==> config.mk <==
export PLATFORM = sky130hd
export DESIGN_NAME = game_sprite_motion_ctrl_flat
export DESIGN_NICKNAME = d
export VERILOG_FILES = /design/src/rtl/game_sprite_motion_ctrl_if.sv /design/src/rtl/game_sprite_motion_ctrl.sv /design/src/flat_wrapper.sv
export SDC_FILE = /design/constraint.sdc
export NUM_CORES = 1
export LEC_CHECK = 0
export ABC_AREA = 0
export BUFFER_PORTS_ARGS = -buffer_cell sky130_fd_sc_hd__buf_4
export CAP_MARGIN = 20
export CORE_MARGIN = 3
export CORE_UTILIZATION = 49
export DETAILED_ROUTE_END_ITERATION = 7
export PLACE_DENSITY = 0.7
export SLEW_MARGIN = 20
export SYNTH_ARGS = -nofsm -noshare
export SYNTH_HDL_FRONTEND = slang
export SYNTH_SLANG_ARGS = --single-unit
==> constraint.sdc <==
create_clock -name clk -period 2.95 [get_ports clk]
set_clock_uncertainty 0.05 [all_clocks]
set_input_delay 0.885 -clock clk [delete_from_list [all_inputs] [get_ports clk]]
set_output_delay 0.885 -clock clk [all_outputs]
set_load 0.02 [all_outputs]
==> src/rtl/game_sprite_motion_ctrl_if.sv <==
// Sprite motion bus: load/control inputs from game logic plus position and
// status outputs to the renderer and game control. The bench or game logic
// connects to the master modport; the motion engine connects to the slave modport.
interface game_sprite_motion_ctrl_if #(
  parameter int W_X      = 10,
  parameter int W_Y      = 9,
  parameter int DX_WIDTH = 4,
  parameter int DY_WIDTH = 4
);
  logic [1:0]          mode;
  logic                load_xy;
  logic [W_X-1:0]      load_x;
  logic [W_Y-1:0]      load_y;
  logic                load_dxy;
  logic [DX_WIDTH-1:0] load_dx;
  logic [DY_WIDTH-1:0] load_dy;
  logic                enable;
  logic                fire;
  logic [W_X-1:0]      x;
  logic [W_Y-1:0]      y;
  logic                active;
  logic                flying;
  logic                offscreen;

  modport master (
    output mode, load_xy, load_x, load_y, load_dxy, load_dx, load_dy, enable, fire,
    input  x, y, active, flying, offscreen
  );

  modport slave (
    input  mode, load_xy, load_x, load_y, load_dxy, load_dx, load_dy, enable, fire,
    output x, y, active, flying, offscreen
  );
endinterface

==> src/rtl/game_sprite_motion_ctrl.sv <==
// Per-sprite position/velocity engine: player lane motion with saturating
// clamps, meteor fall with off-screen detection, and a bullet launch/flight
// state machine. Motion advances once per internal strobe tick.
// Optional feature macro: GAME_SPRITE_METEOR_WRAP_EN (meteors leaving the
// bottom of the screen wrap to the top instead of finishing).
module game_sprite_motion_ctrl #(
  parameter int DX_WIDTH      = 4,
  parameter int DY_WIDTH      = 4,
  parameter int SCREEN_WIDTH  = 640,
  parameter int SCREEN_HEIGHT = 480,
  parameter int W_X           = $clog2(SCREEN_WIDTH),
  parameter int W_Y           = $clog2(SCREEN_HEIGHT),
  parameter int X_MIN         = 192,
  parameter int X_MAX         = 430,
  parameter int BULLET_SPEED  = 3,
  parameter int STROBE_WIDTH  = 20
) (
  input logic                      clk,
  input logic                      rst,
  game_sprite_motion_ctrl_if.slave bus
);

  // Two guard bits so sums with a negative velocity stay representable.
  localparam int XS = W_X + 2;
  localparam int YS = W_Y + 2;
  localparam logic signed [XS-1:0] X_LO = XS'(X_MIN);
  localparam logic signed [XS-1:0] X_HI = XS'(X_MAX);
  localparam logic signed [YS-1:0] Y_LIM = YS'(SCREEN_HEIGHT);
  localparam logic [W_Y-1:0] B_SPEED = W_Y'(BULLET_SPEED);

  typedef enum logic [1:0] {IDLE, ARMED, FLYING, DONE} state_t;

  state_t                  state;
  logic [STROBE_WIDTH-1:0] tick_cnt;
  logic                    tick;
  logic [W_X-1:0]          x_reg;
  logic [W_Y-1:0]          y_reg;
  logic [DX_WIDTH-1:0]     dx_reg;
  logic [DY_WIDTH-1:0]     dy_reg;
  logic                    fire_pending;
  logic                    active_reg;
  logic                    flying_reg;
  logic                    offscreen_reg;

  logic signed [XS-1:0]    x_sum;
  logic [W_X-1:0]          x_clamped;
  logic signed [YS-1:0]    y_sum;
  logic                    y_off_top;
  logic                    y_off_bottom;
  logic                    move;
`ifdef GAME_SPRITE_METEOR_WRAP_EN
  logic [W_Y-1:0]          y_wrap;
`endif

  // Free-running strobe divider; the tick fires when the counter is all-ones.
  always_ff @(posedge clk or posedge rst) begin
    if (rst) tick_cnt <= '0;
    else     tick_cnt <= tick_cnt + 1'b1;
  end

  assign tick = &tick_cnt;
  assign move = tick & bus.enable;

  // Candidate next positions: clamped lane move for x, raw fall for y.
  always_comb begin
    x_sum = $signed({2'b00, x_reg}) + $signed({{(XS-DX_WIDTH){dx_reg[DX_WIDTH-1]}}, dx_reg});
    if (x_sum < X_LO)      x_clamped = W_X'(X_MIN);
    else if (x_sum > X_HI) x_clamped = W_X'(X_MAX);
    else                   x_clamped = x_sum[W_X-1:0];
    y_sum = $signed({2'b00, y_reg}) + $signed({{(YS-DY_WIDTH){dy_reg[DY_WIDTH-1]}}, dy_reg});
    y_off_top    = y_sum[YS-1];
    y_off_bottom = !y_sum[YS-1] && (y_sum >= Y_LIM);
`ifdef GAME_SPRITE_METEOR_WRAP_EN
    y_wrap = W_Y'(y_sum - Y_LIM);
`endif
  end

  // Sprite state machine with registered position and status outputs.
  always_ff @(posedge clk or posedge rst) begin
    if (rst) begin
      state         <= IDLE;
      x_reg         <= '0;
      y_reg         <= '0;
      dx_reg        <= '0;
      dy_reg        <= '0;
      fire_pending  <= 1'b0;
      active_reg    <= 1'b0;
      flying_reg    <= 1'b0;
      offscreen_reg <= 1'b0;
    end else begin
      offscreen_reg <= 1'b0;
      if (bus.load_dxy) begin
        dx_reg <= bus.load_dx;
        dy_reg <= bus.load_dy;
      end
      if (bus.load_xy) begin
        // A load overrides any motion scheduled for this tick.
        x_reg        <= bus.load_x;
        y_reg        <= bus.load_y;
        state        <= ARMED;
        fire_pending <= 1'b0;
        active_reg   <= 1'b1;
        flying_reg   <= 1'b0;
      end else begin
        case (state)
          ARMED: begin
            if (bus.mode == 2'd2 && bus.fire) fire_pending <= 1'b1;
            if (move) begin
              case (bus.mode)
                2'd0: x_reg <= x_clamped;
                2'd1: begin
                  if (y_off_top) begin
                    state         <= DONE;
                    active_reg    <= 1'b0;
                    offscreen_reg <= 1'b1;
                  end else if (y_off_bottom) begin
`ifdef GAME_SPRITE_METEOR_WRAP_EN
                    y_reg         <= y_wrap;
                    offscreen_reg <= 1'b1;
`else
                    state         <= DONE;
                    active_reg    <= 1'b0;
                    offscreen_reg <= 1'b1;
`endif
                  end else begin
                    y_reg <= y_sum[W_Y-1:0];
                  end
                end
                2'd2: begin
                  if (fire_pending || bus.fire) begin
                    // Launch tick: position holds, flight starts next tick.
                    state        <= FLYING;
                    flying_reg   <= 1'b1;
                    fire_pending <= 1'b0;
                  end else begin
                    x_reg <= x_clamped;
                  end
                end
                default: ;
              endcase
            end
          end
          FLYING: begin
            if (move) begin
              if (y_reg < B_SPEED) begin
                state         <= DONE;
                active_reg    <= 1'b0;
                flying_reg    <= 1'b0;
                offscreen_reg <= 1'b1;
              end else begin
                y_reg <= y_reg - B_SPEED;
              end
            end
          end
          default: ;
        endcase
      end
    end
  end

  assign bus.x         = x_reg;
  assign bus.y         = y_reg;
  assign bus.active    = active_reg;
  assign bus.flying    = flying_reg;
  assign bus.offscreen = offscreen_reg;

endmodule

==> src/flat_wrapper.sv <==
// flat-port wrapper written by rule: the top's interface ports become plain ports
module game_sprite_motion_ctrl_flat 
#(
  parameter int DX_WIDTH      = 4,
  parameter int DY_WIDTH      = 4,
  parameter int SCREEN_WIDTH  = 640,
  parameter int SCREEN_HEIGHT = 480,
  parameter int W_X           = $clog2(SCREEN_WIDTH),
  parameter int W_Y           = $clog2(SCREEN_HEIGHT),
  parameter int X_MIN         = 192,
  parameter int X_MAX         = 430,
  parameter int BULLET_SPEED  = 3,
  parameter int STROBE_WIDTH  = 20
)
  (clk, rst, bus_mode, bus_load_xy, bus_load_x, bus_load_y, bus_load_dxy, bus_load_dx, bus_load_dy, bus_enable, bus_fire, bus_x, bus_y, bus_active, bus_flying, bus_offscreen);
  game_sprite_motion_ctrl_if #(.W_X(W_X), .W_Y(W_Y), .DX_WIDTH(DX_WIDTH), .DY_WIDTH(DY_WIDTH)) bus_i ();
  input logic clk;
  input logic rst;
  input wire logic [$bits(bus_i.mode)-1:0] bus_mode;
  input wire logic [$bits(bus_i.load_xy)-1:0] bus_load_xy;
  input wire logic [$bits(bus_i.load_x)-1:0] bus_load_x;
  input wire logic [$bits(bus_i.load_y)-1:0] bus_load_y;
  input wire logic [$bits(bus_i.load_dxy)-1:0] bus_load_dxy;
  input wire logic [$bits(bus_i.load_dx)-1:0] bus_load_dx;
  input wire logic [$bits(bus_i.load_dy)-1:0] bus_load_dy;
  input wire logic [$bits(bus_i.enable)-1:0] bus_enable;
  input wire logic [$bits(bus_i.fire)-1:0] bus_fire;
  output wire logic [$bits(bus_i.x)-1:0] bus_x;
  output wire logic [$bits(bus_i.y)-1:0] bus_y;
  output wire logic [$bits(bus_i.active)-1:0] bus_active;
  output wire logic [$bits(bus_i.flying)-1:0] bus_flying;
  output wire logic [$bits(bus_i.offscreen)-1:0] bus_offscreen;
  assign bus_i.mode = bus_mode;
  assign bus_i.load_xy = bus_load_xy;
  assign bus_i.load_x = bus_load_x;
  assign bus_i.load_y = bus_load_y;
  assign bus_i.load_dxy = bus_load_dxy;
  assign bus_i.load_dx = bus_load_dx;
  assign bus_i.load_dy = bus_load_dy;
  assign bus_i.enable = bus_enable;
  assign bus_i.fire = bus_fire;
  assign bus_x = bus_i.x;
  assign bus_y = bus_i.y;
  assign bus_active = bus_i.active;
  assign bus_flying = bus_i.flying;
  assign bus_offscreen = bus_i.offscreen;
  game_sprite_motion_ctrl #(.DX_WIDTH(DX_WIDTH), .DY_WIDTH(DY_WIDTH), .SCREEN_WIDTH(SCREEN_WIDTH), .SCREEN_HEIGHT(SCREEN_HEIGHT), .W_X(W_X), .W_Y(W_Y), .X_MIN(X_MIN), .X_MAX(X_MAX), .BULLET_SPEED(BULLET_SPEED), .STROBE_WIDTH(STROBE_WIDTH)) u_core (.clk(clk), .rst(rst), .bus(bus_i));
endmodule
==> impl_summary.txt <==
----------------------------------------------------
[Logic synthesis]
  Async set or reset register ratio after synthesis ... 100%
  Gate count of the mapped netlist ... 442
  Cell variety after synth ... 67
  Mux share of post-synthesis cell area ... 5.44%
  Adder-cell area share of the yosys netlist ... 8.77%
  Synth area leaders ... dfrtp_1 (33%), ha_1 (7.8%), xnor2_1 (4.6%), o21ai_0 (3.9%), nand2_1 (3.2%)
  Cell with the most instances after synthesis ... dfrtp_1
  Syn nets ... 504
  Seq cells post-synth ... 53
  Area share of the largest cell type after synthesis ... 33.0%
  Share of the synthesized netlist area taken by xor and xnor gates ... roughly 6.7%
  Dominant combinational cell family by area after synthesis ... compound AO/OA/AOI/OAI gates
  Top flip-flop cell by instance count after synthesis ... dfrtp_1
  Mapped cell area ... about 0.0040 mm^2
  Compound-Gate Fraction of Synth Area ... a little under a quarter
  Register area share after synthesis ... about a third
  Post-synth EDFFs ... 0
  Leading area contributor after synthesis ... dfrtp_1
  Synth warn ... 0
  Simple-gate share of the synthesized area ... 19.5%
  Leading cell types by count after synthesis ... dfrtp_1 (53), nand2_1 (34), o21ai_0 (31)
  Syn avg cell area ... just over 9 um^2

[Drt]
  First-pass detailed-route iteration total ... 5
  Routed met3 length ... 517 um
  DRC violation count after routing ... 0
  Post-detailed-route count of antenna-violating nets ... 0
  Number of DRC violations after detailed-routing iteration 0 ... 175
  Average wire per standard cell ... between 15 and 20 um
  Wire length on met1 ... 5110 um
  Via count ... 3760
  Post-Route WL ... 10800 um
  Mean number of vias per cell ... 5.92
  Highest metal layer with signal wires ... met4
  Wire length on met2 ... 5020 um

[Worst setup path]
  Length in cells of the worst reg-to-reg path ... 11
  Largest fanout of any net on the critical path ... 8
  Arrival @ worst endpoint ... between 3 and 4 ns
  Reg-to-reg slack, setup ... -0.02 ns
  Critical setup path kind ... flop to flop
  Startpoint Class ... flop
  Worst setup endpoint ... u_core.bus.y[0]
  Crit path from ... u_core.bus.y[0]
  R2R Path End ... u_core.bus.y[0]
  R2r startpoint ... u_core.bus.y[0]
  Data required time at the worst endpoint ... 3.11 ns
  Crit end category ... flop

[Min path]
  Min-Delay Path Class ... flop to flop
  Min-delay src ... u_core.tick_cnt[16]

[Timing]
  Maximum frequency from static timing analysis ... roughly 0.34 GHz
  Final-report hold violation count ... 0
  Number of pins exceeding their max-slew limit in the final report ... 0
  Tmin final ... about 3.0 ns
  Least-Margin Pin Slew ... 0.613 ns
  Final Setup Violations ... 6
  Unrepaired setup endpoints after global routing ... yes
  Final setup margin ... -0.0212 ns
  Final Cycle Share ... 101%
  Worst relative slew slack ... 58.8%

[Final layout]
  Antenna Diode Count ... 0
  Final nets ... 594
  Final core utilization ... 64.8%
  Filler cell count ... a little under 700
  Area of the multi-input gates ... approximately 0.0027 mm^2
  Flip-flop count of the largest register, all copies and words added ... 20
  Seq. cell area ... 0.00133 mm^2
  Area added between synthesis and finish ... 26.4%
  Ratio of cells with drive above 1 in the final layout ... 28.9%

[CTS]
  Root buf cell ... clkbuf_8
  Maximum root-to-sink buffer count ... 2
  # H-tree levels ... 2
  Number of buffers inserted for hold repair after clock tree synthesis ... 0
  TritonCTS sink count ... 53
  CTS clock-pin slew for the worst setup and hold paths ... roughly 0.10 ns
  Number of buffers added by the clock tree synthesis step ... 5
  Clock latency at the later pin of the worst-skew pair ... 0.32 ns
  Clock tree from TritonCTS ... built

[Global routing]
  GRT Resource Usage Total ... between 20% and 30%
  Number of antenna violations at the first check in global routing ... 0
  Global-route wire length before repair ... 17500 um
  Largest net degree at the start of global routing ... 34
  Via count of the first global-routing pass ... 3636
  Grt ovf ... 0

[Floorplanning]
  Starting density of the core ... 51.3%
  Core area ... 0.00785 mm^2
  Die ar. ... 0.00934 mm^2
  Standard-cell row count ... 32
  Number of ports placed on the die boundary ... 57
  Die extent in y ... 96.6 um
  Chip Width ... between 90 and 100 um

[Run status]
  Result of the run ... finished, violations left
  Violations in the final reports ... negative setup slack

[Placed design]
  Count of buffers inserted at the top-level ports ... 56
  Sum of net half-perimeters after detailed placement ... 8230 um
  Routability-driven placement congestion ratio ... 0.882

[Pwr]
  PnR Total Power ... 3.24 mW
  PwrDens ... 637 mW/mm^2
  Leakage component of the power ... about 2.3 nW
  Max IR drop VDD ... 275 uV

[Run]
  Number of maximum-capacitance violations ... 0

----------------------------------------------------
[stage by stage]
stage,cell area [um^2],setup TNS [ns],instances,hold slack (ns),worst slack (ns)
2_1_floorplan,4030,0,442,0.388,0.00272
3_3_place_gp,4810,-0.321,623,0.404,-0.0537
3_5_place_dp,4810,-1.53,623,0.405,-0.186
4_1_cts,4980,0,632,0.424,0.00661
5_1_grt,5080,-0.872,635,0.442,-0.114
6_report,5080,-0.0970,635,0.424,-0.0212
[layout make-up]
| class | count | share of cell area (%) |
|---|---|---|
| multi-input combinational | 348 | 52.9 |
| clock inverter | 2 | 0.295 |
| inverter | 25 | 1.85 |
| timing repair buffer | 99 | 14.9 |
| clock buffer | 6 | 1.43 |
| sequential | 53 | 26.1 |
| tap | 102 | 2.51 |
[report_power, final]
group | internal, mW | leakage, nW | switching [mW]
registers | 0.803 | 0.658 | 0.0726
logic | 0.890 | 1.59 | 1.05
clock network | 0.168 | 0.0374 | 0.257
total | 1.86 | 2.29 | 1.38
[worst min-delay path by stage]
stage / end / slack (ns) / cells past startpoint
global placement: u_core.tick_cnt[16] / 0.40 / 1
finish: u_core.tick_cnt[16] / 0.42 / 1
global route: u_core.tick_cnt[16] / 0.44 / 1
floorplan: u_core.tick_cnt[16] / 0.39 / 1
detailed placement: u_core.tick_cnt[16] / 0.40 / 1
CTS: u_core.tick_cnt[16] / 0.42 / 1
[critical path, stage by stage, from the launching register on]
cell and delay, ns:
dfrtp_2 0.44, ha_4 0.18, inv_2 0.05, fa_2 0.23, nor2b_4 0.05, o31a_1 0.35
or4_4 0.45, o311a_4 0.17, o41ai_4 0.27, o221ai_4 0.17, buf_12 0.17, mux2_4 0.29
[per-layer routing]
| layer | global-route usage, % | vias up |
|---|---|---|
| met2 | 36.0 | 98 |
| met1 | 32.0 | 1819 |
| li1 | - | 1830 |
| met4 | 3.67 | 0 |
| met5 | 0 | - |
| met3 | 3.53 | 13 |
[repair_timing]
item | CTS | global route
gates resized for setup | 13 | 17
pin swaps | 3 | 11
setup endpoints to repair | 18 | 21
buffers inserted | 1 | 3
[cells by family after synthesis]
group / after synthesis
mux: 18
fa+ha+maj: 27
xor+xnor: 31
compound gates: 126
simple gates: 146
flops: 53
buf+inv: 41
[cells in the final DEF, fill, tap and decap left out, drive strengths merged, types with 3 or more instances in the layout]
cell and instances:
a2111oi 6, a211o 4, a211oi 8, a21o 4, a21oi 26, a31oi 3, and3 8, and4 3
buf 99, clkbuf 6, dfrtp 53, ha 25, inv 25, mux2 13, mux2i 5, nand2 34
nand3 12, nand4 11, nor2 29, nor2b 6, nor3 17, nor3b 7, nor4 4, o211ai 7
o21ai 34, o311ai 3, o31a 3, or2 4, or3 3, xnor2 21, xor2 10
Note: power is estimated with default switching activity, not from simulation.
